--- src/rtl/div_core_pkg.sv ---
// Shared definitions for the div_core radix-2 restoring divider: FSM state
// encodings, iteration count and the conditional two's-complement helper.
package div_core_pkg;

  localparam int DIV_STEPS = 32;
  localparam int CNT_W     = 6;

  typedef enum logic [1:0] {
    DIV_IDLE = 2'd0,
    DIV_BUSY = 2'd1,
    DIV_DONE = 2'd2
  } div_state_e;

  function automatic logic [31:0] cond_neg(input logic [31:0] v, input logic neg);
    return neg ? (~v + 32'd1) : v;
  endfunction

endpackage

--- src/rtl/div_step.sv ---
// One combinational restoring-division step: trial-subtract the divisor from
// the 33-bit partial remainder and keep the difference when it does not borrow.
module div_step #(
  parameter int WIDTH = 32
) (
  input  logic [WIDTH:0]   i_rem,
  input  logic [WIDTH-1:0] i_divisor,
  output logic [WIDTH-1:0] o_rem,
  output logic             o_q
);

  logic [WIDTH:0] w_diff;

  // i_rem < 2*divisor, so a non-negative difference always fits in WIDTH bits
  assign w_diff = i_rem - {1'b0, i_divisor};
  assign o_q    = ~w_diff[WIDTH];
  assign o_rem  = o_q ? w_diff[WIDTH-1:0] : i_rem[WIDTH-1:0];

endmodule

--- src/rtl/div_core.sv ---
// Multi-cycle 32-bit DIV/DIVU unit for the EX stage, result = {remainder, quotient}.
// Define DIV_EARLY_OUT_EN to finish divide-by-zero and |a| < |b| after one BUSY cycle.
module div_core
  import div_core_pkg::*;
#(
  parameter int WIDTH = 32
) (
  input  logic               clk,
  input  logic               resetn,
  input  logic               start,
  input  logic               signed_div,
  input  logic [WIDTH-1:0]   opdata1,
  input  logic [WIDTH-1:0]   opdata2,
  input  logic               annul,
  output logic               ready,
  output logic [2*WIDTH-1:0] result
);

  div_state_e         r_state;
  div_state_e         w_state_nxt;
  logic [CNT_W-1:0]   r_cnt;
  logic [2*WIDTH-1:0] r_result;
  logic [WIDTH-1:0]   r_dvd;
  logic [WIDTH-1:0]   r_dvs;
  logic [WIDTH-1:0]   r_rem;
  logic               r_sq;
  logic               r_sr;

  logic [WIDTH-1:0]   w_abs_a;
  logic [WIDTH-1:0]   w_abs_b;
  logic [WIDTH-1:0]   w_step_rem;
  logic               w_step_q;
  logic [WIDTH-1:0]   w_quo_fin;
  logic [WIDTH-1:0]   w_rem_fin;
  logic               w_busy;
  logic               w_accept;
  logic               w_last;
  logic               w_finish;

  assign w_abs_a  = cond_neg(opdata1, signed_div & opdata1[WIDTH-1]);
  assign w_abs_b  = cond_neg(opdata2, signed_div & opdata2[WIDTH-1]);
  assign w_busy   = (r_state == DIV_BUSY);
  assign w_accept = (r_state == DIV_IDLE) && start && !annul;
  assign w_finish = w_last && !annul;

  // The dividend register doubles as the quotient: q bits enter at the LSB
  div_step #(.WIDTH(WIDTH)) u_step (
    .i_rem     ({r_rem, r_dvd[WIDTH-1]}),
    .i_divisor (r_dvs),
    .o_rem     (w_step_rem),
    .o_q       (w_step_q)
  );

`ifdef DIV_EARLY_OUT_EN
  logic r_early;
  logic w_early;

  assign w_early   = (opdata2 == '0) || (w_abs_a < w_abs_b);
  assign w_last    = w_busy && (r_early || (r_cnt == CNT_W'(DIV_STEPS - 1)));
  // Shortcut results equal what 32 restoring steps would produce
  assign w_quo_fin = r_early ? {WIDTH{r_dvs == '0}} : {r_dvd[WIDTH-2:0], w_step_q};
  assign w_rem_fin = r_early ? r_dvd : w_step_rem;
`else
  assign w_last    = w_busy && (r_cnt == CNT_W'(DIV_STEPS - 1));
  assign w_quo_fin = {r_dvd[WIDTH-2:0], w_step_q};
  assign w_rem_fin = w_step_rem;
`endif

  always_ff @(posedge clk or negedge resetn) begin
    if (!resetn) begin
      r_state <= DIV_IDLE;
    end else begin
      r_state <= w_state_nxt;
    end
  end

  always_comb begin
    w_state_nxt = r_state;
    case (r_state)
      DIV_IDLE: if (start && !annul) w_state_nxt = DIV_BUSY;
      DIV_BUSY: begin
        if (annul)       w_state_nxt = DIV_IDLE;
        else if (w_last) w_state_nxt = DIV_DONE;
      end
      DIV_DONE: w_state_nxt = DIV_IDLE;
      default:  w_state_nxt = DIV_IDLE;
    endcase
  end

  always_comb begin
    ready = (r_state == DIV_DONE) && !annul;
  end

  always_ff @(posedge clk or negedge resetn) begin
    if (!resetn) begin
      r_cnt    <= '0;
      r_result <= '0;
    end else begin
      if (w_accept) begin
        r_cnt <= '0;
      end else if (w_busy) begin
        r_cnt <= r_cnt + CNT_W'(1);
      end
      if (w_finish) begin
        r_result <= {cond_neg(w_rem_fin, r_sr), cond_neg(w_quo_fin, r_sq)};
      end
    end
  end

  // Operand datapath; only meaningful after an accepted request
  always_ff @(posedge clk) begin
    if (w_accept) begin
      r_dvd <= w_abs_a;
      r_dvs <= w_abs_b;
      r_rem <= '0;
      r_sq  <= signed_div & (opdata1[WIDTH-1] ^ opdata2[WIDTH-1]);
      r_sr  <= signed_div & opdata1[WIDTH-1];
`ifdef DIV_EARLY_OUT_EN
      r_early <= w_early;
`endif
    end else if (w_busy) begin
      r_dvd <= {r_dvd[WIDTH-2:0], w_step_q};
      r_rem <= w_step_rem;
    end
  end

  assign result = r_result;

endmodule

--- config.mk ---
export PLATFORM = sky130hd
export DESIGN_NAME = div_core
export DESIGN_NICKNAME = d
export VERILOG_FILES = /design/src/rtl/div_core_pkg.sv /design/src/rtl/div_step.sv /design/src/rtl/div_core.sv
export SDC_FILE = /design/constraint.sdc
export NUM_CORES = 1
export LEC_CHECK = 0
export CAP_MARGIN = 5
export CORE_MARGIN = 4
export CORE_UTILIZATION = 45
export CTS_CLUSTER_DIAMETER = 150
export CTS_CLUSTER_SIZE = 10
export DETAILED_ROUTE_END_ITERATION = 7
export GPL_ROUTABILITY_DRIVEN = 0
export PLACE_DENSITY = 0.63
export SLEW_MARGIN = 20
export SYNTH_ARGS = -nofsm -noshare
export SYNTH_HDL_FRONTEND = slang
export SYNTH_HIERARCHICAL = 1
export SYNTH_SLANG_ARGS = --single-unit
--- constraint.sdc ---
create_clock -name clk -period 6 [get_ports clk]
set_clock_uncertainty 0.1 [all_clocks]
set_input_delay 1.2 -clock clk [delete_from_list [all_inputs] [get_ports clk]]
set_output_delay 1.2 -clock clk [all_outputs]
set_load 0.005 [all_outputs]
==> results.cfg, run 1 <==
[outcome]
status = finished, final reports clean

[flow_run]
maxCapViolCount = 0

[finish]
diodes = 0
drive_gt1_share_pct = 7.29
final_nets = 1439
finalNonFillerCells = 1669
fin_util_pct = 54.5
area_growth_pct = 18.9

[clock_network]
numCtsBuffers = 17
clockRootBuffer = clkbuf_16
worstSkewPairLatency_ns = 0.43
ctsResizeCount = 0
htreeDepth = 4
cts_buffer_depth = 2
cts.sinks = 170
cts_setup_buffers = 0
cts_hold_buffers = 0
cts_tree = done
clk_pin_slew_ns = 0.07

[global_route]
grt_pass1_vias = 8440
grt_usage_pct = 20.1
grt_antenna_before_repair = 0
grt_start_max_net_pins = 130
grt_overflow_total = 0
grt_pass1_wl_um = 45700

[timing]
fmax_mhz = 188
fin_crit_ns = 5.31
slew_headroom_pct = 32.5
finalHoldViolCount = 0
worst_slew_pin_slew_ns = 1.01
rsz0062_at_grt = false
finalSetupViolCount = 0
fin_crit_sh_pct = 88.6
maxSlewViolCount = 0
finalSetupTns_ns = 0

[worst_setup_path]
r2r-end = result[61]$_DFFE_PN0P_
r2r-start = r_dvs[0]$_DFFE_PP_
worstPathArrival_ns = 5.51
crit_type = register to register
crit_slowest_cell = nor3_1
path_cells = ha_1 > fa_1 > and2b_1 > o2111ai_2 > a21oi_2 > o2111ai_1 > a211oi_2 > nor2_4 > mux2i_4 > and2_4 > inv_8 > mux2_2 > nor4_1 > buf_4 > nand4_1 > nor3_1 > mux2i_1 > o22ai_1
crit_path_end_kind = register
required_ns = 6.20
max_stage_delay_ns = 0.53
worstRegToRegCells = 18
crit_path_max_fanout = 26
cp-start-kind = register
reg2reg_slack_ns = 0.69

[routing]
drc = 0
wl_per_cell_um = 17.1
routed_wirelength_um = 28500
viasPerCell = 5.58
first_iter_violations = 883
vias = 9312
ant_nets = 0
drt_pass1_iterations = 5

[synthesis]
synth_top_area_share_pct = 17.7
synth_nets = 1340
synthArstFlopShare_pct = 42.4
ys_seq_elements = 170
synth_cells = 1233
syn_area_mm2 = 0.0112
ys_types = 81
yosys_warnings = 6
synth_edf_count = 66
synth.most_common_cell = nand2_1
seq_area_frac_synth_pct = 39.6
synth_area_leaders = edfxtp_1 18%, dfrtp_1 16%, xor2_1 7.7%, nand2_1 7.1%, o21ai_0 6.3%
synth_common_cells = 211 x nand2_1, 141 x o21ai_0, 98 x xor2_1
synth_flop_cell = dfrtp_1
synth_area_per_cell_um2 = 9.07
synth_top_area_cell = edfxtp_1

[min_path]
whs_path_depth = 2
hold_class = register to register
min_from = result[47]$_DFFE_PN0P_
min_to = result[47]$_DFFE_PN0P_

[placed_design]
place_inst = 1637
dp_hpwl_um = 21600
io_buffers = 133

[floorplanning]
row_count = 57
ios = 134
fp.dieArea_mm2 = 0.0274
initial_utilization_pct = 45.8
core_area_mm2 = 0.0244
fp.dieH_um = 166
die_x_um = 166

[power_and_ir_drop]
p_per_area_mw_per_mm2 = 349
peakVddDrop_v = 0.000256
leakagePower_nw = 5.31
placed cells by master (no fill, tap or decap), drive strengths merged, types with 23 or more instances in the layout:
master / count
a21oi: 61
clkdlybuf4s50: 132
dfrtp: 72
dfxtp: 32
edfxtp: 66
ha: 37
inv: 57
mux2: 23
nand2: 211
nand3: 30
nor2: 31
o21ai: 141
o31ai: 42
o41ai: 31
xnor2: 44
xor2: 98
stage by stage:
step	instance area [um2]	power [mW]	hold WS [ns]	setup WS [ns]
finish	13300	4.65	0.378	0.686
global route	13300	4.93	0.395	0.349
CTS	13300	4.63	0.385	0.686
detailed placement	12700	3.48	0.370	0.736
global placement	12700	3.44	0.361	0.879
floorplan	11200	2.99	0.351	1.10
cell families after synthesis:
family | synth area share [%]
multiplexers | 3.69
XOR/XNOR | 11.1
flip-flops | 39.6
adder cells (fa/ha/maj) | 4.32
buffers and inverters | 4.67
AND/OR/NAND/NOR | 17.3
AO/OA/AOI/OAI | 19.3
power by group:
group | internal, mW | switching [mW] | leakage (nW)
combinational | 0.814 | 1.20 | 3.11
clock | 0.623 | 0.527 | 0.305
sequential | 1.35 | 0.138 | 1.89
total | 2.78 | 1.86 | 5.31
sequential cells by signal, summed over array words and instances, names as in the netlist:
register  cells
result       64
r_rem        32
r_dvs        32
r_dvd        32
r_sq          1
r_sr          1
r_state       2
r_cnt         6
critical path, delay by kind of cell, from the launching register on:
family	cells	cell delay [ns]
adder cells (fa/ha/maj)	2	0.65
AND/OR/NAND/NOR	6	1.80
buffers and inverters	2	0.40
flip-flops	1	0.39
multiplexers	3	0.91
AO/OA/AOI/OAI	5	0.92
routing by layer:
metal | global-route usage [%] | vias to the layer above | routed length (um) | part of all wire [%]
li1 | - | 4648 | - | -
met1 | 32.1 | 4366 | 15000 | 53
met2 | 28.6 | 271 | 11600 | 41
met3 | 3.03 | 27 | 1550 | 5.4
met4 | 4.63 | 0 | 323 | 1.1
met5 | 0 | - | 0 | 0
final cells by class:
class                           instances  area [um2]
Fill cell                            2259       11100
Tap cell                              324         405
Clock buffer                           18         450
Timing Repair Buffer                  142        1390
Sequential cell                       170        4420
Inverter                               49         191
Multi-Input combinational cell        952        6260
Clock inverter                         14         170
worst max-delay path by stage:
stage | startpoint | endpoint | slack, ns | cells after the start
2_1_floorplan | r_dvd[31]$_DFFE_PP_ | result[61]$_DFFE_PN0P_ | 1.10 | 20
3_3_place_gp | r_dvd[31]$_DFFE_PP_ | result[61]$_DFFE_PN0P_ | 0.88 | 19
3_5_place_dp | r_dvs[0]$_DFFE_PP_ | result[61]$_DFFE_PN0P_ | 0.74 | 18
4_1_cts | r_dvs[0]$_DFFE_PP_ | result[61]$_DFFE_PN0P_ | 0.69 | 18
5_1_grt | r_dvs[0]$_DFFE_PP_ | result[61]$_DFFE_PN0P_ | 0.35 | 17
6_report | r_dvs[0]$_DFFE_PP_ | result[61]$_DFFE_PN0P_ | 0.69 | 18
Note: power is estimated with default switching activity, not from simulation.
==> run 2, diff against run 1 <==
- PLACE_DENSITY: 0.63 -> 0.67
==> results.cfg, run 2 (synthesis gave the netlist of run 1 again) <==
[floorplanning]
fp.dieArea_mm2 = 0.0274
initial_utilization_pct = 45.8
ios = 134
die_x_um = 166
row_count = 57
fp.dieH_um = 166
core_area_mm2 = 0.0244

[outcome]
status = finished, final reports clean

[worst_setup_path]
worstRegToRegCells = 18
crit_slowest_cell = nor4_1
r2r-end = result[58]$_DFFE_PN0P_
max_stage_delay_ns = 0.56
r2r-start = r_dvd[31]$_DFFE_PP_
crit_path_end_kind = register
path_cells = inv_1 > ha_1 > fa_1 > and2b_1 > o2111ai_2 > a21oi_2 > o2111ai_1 > a211oi_2 > nor2_4 > mux2i_4 > and2_4 > inv_8 > mux2_4 > nor4_1 > nand3_1 > o41ai_1 > xor2_1 > o21ai_0
required_ns = 6.19
crit_path_max_fanout = 26
reg2reg_slack_ns = 0.78
worstPathArrival_ns = 5.41
crit_type = register to register
cp-start-kind = register

[placed_design]
io_buffers = 133
place_inst = 1636
pre_cts_ws_ns = 0.801
dp_hpwl_um = 21400
dpl_cell_area_mm2 = 0.0126

[min_path]
min_to = result[5]$_DFFE_PN0P_
min_from = result[5]$_DFFE_PN0P_
hold_class = register to register
whs_path_depth = 2

[finish]
final_nets = 1438
most-common-layout-cells = 210 x nand2_1, 141 x o21ai_0, 132 x clkdlybuf4s50_1, 98 x xor2_1, 72 x dfrtp_1
final_common_cell = nand2_1
area_growth_pct = 18.3
final_cell_area_mm2 = 0.0132
finalNonFillerCells = 1668
drive_gt1_share_pct = 7.14
diodes = 0
largest_reg_flops = 64

[clock_network]
numCtsBuffers = 17
cts.sinks = 170
cts_setup_buffers = 0
cts_tree = done
clockRootBuffer = clkbuf_16
worstSkewPairLatency_ns = 0.43
clk_pin_slew_ns = 0.07
cts_hold_buffers = 0
cts_buffer_depth = 2
ctsResizeCount = 0
htreeDepth = 4

[timing]
maxSlewViolCount = 0
finalHoldViolCount = 0
fin_crit_ns = 5.22
finalSetupViolCount = 0
worst_slew_pin_slew_ns = 0.985
fin_crit_sh_pct = 87.0
rsz0062_at_grt = false
timing.hold.ws_ns = 0.378
slew_headroom_pct = 34.3
fmax_mhz = 192
finalSetupTns_ns = 0
setup_ws_ns = 0.779

[routing]
drt_pass1_iterations = 5
vias = 9329
viasPerCell = 5.59
drc = 0
first_iter_violations = 654
ant_nets = 0
routed_wirelength_um = 27800
wl_per_cell_um = 16.7

[global_route]
grt_antenna_before_repair = 0
grt_overflow_total = 0
grt_usage_pct = 19.8
grt_start_max_net_pins = 130
grt_pass1_wl_um = 44900
grt_pass1_vias = 8459

[flow_run]
maxCapViolCount = 0

[power_and_ir_drop]
peakVddDrop_v = 0.000212
leakagePower_nw = 5.28
p_per_area_mw_per_mm2 = 343
[run 2: cell types whose count changed in the layout (fill, tap and decap cells not counted), sizes merged]
cell	previous run	this run
clkbuf	18	17
clkinvlp	0	1
buf	10	9
clkinv	5	6
bufinv	1	0
[run 2: worst max-delay path by stage]
| stage | endpoint | start | slack [ns] |
|---|---|---|---|
| 6_report | result[58]$_DFFE_PN0P_ | r_dvd[31]$_DFFE_PP_ | 0.78 |
| 4_1_cts | result[58]$_DFFE_PN0P_ | r_dvd[31]$_DFFE_PP_ | 0.80 |
| 5_1_grt | result[58]$_DFFE_PN0P_ | r_dvd[31]$_DFFE_PP_ | 0.40 |
| 2_1_floorplan | result[61]$_DFFE_PN0P_ | r_dvd[31]$_DFFE_PP_ | 1.10 |
| 3_3_place_gp | result[61]$_DFFE_PN0P_ | r_dvd[31]$_DFFE_PP_ | 0.91 |
| 3_5_place_dp | result[61]$_DFFE_PN0P_ | r_dvd[31]$_DFFE_PP_ | 0.80 |
[run 2: stage by stage]
step / util (%) / power [mW]
finish: 54.2 / 4.53
global route: 54.2 / 4.81
global placement: 51.9 / 3.43
CTS: 54.2 / 4.52
detailed placement: 51.9 / 3.46
floorplan: - / 2.99
[run 2: report_power, final]
part           leakage [nW]  internal [mW]  switching [mW]  total, mW
sequential             1.89           1.35           0.136       1.48
clock                 0.279          0.547           0.506       1.05
combinational          3.11          0.803            1.19       1.99
[run 2: routing by layer]
layer	GRT usage [%]	up-vias	wire length, um
met5	0	-	0
met3	3.15	33	1800
li1	-	4652	-
met1	30.4	4330	13800
met4	5.09	0	469
met2	29.2	314	11800
[run 2: area by class of cell]
class | count | area (um2)
clock inverter | 15 | 135
multi-input combinational | 952 | 6250
fill | 2276 | 11200
clock buffer | 17 | 425
sequential | 170 | 4420
tap | 324 | 405
inverter | 49 | 191
timing repair buffer | 141 | 1390
[run 2: critical path, delay by kind of cell (launching register included)]
kind                     cells  cell delay, ns
AO/OA/AOI/OAI                6            1.37
buffers and inverters        2            0.18
multiplexers                 2            0.69
AND/OR/NAND/NOR              5            1.58
flip-flops                   1            0.35
XOR/XNOR                     1            0.16
adder cells (fa/ha/maj)      2            0.62
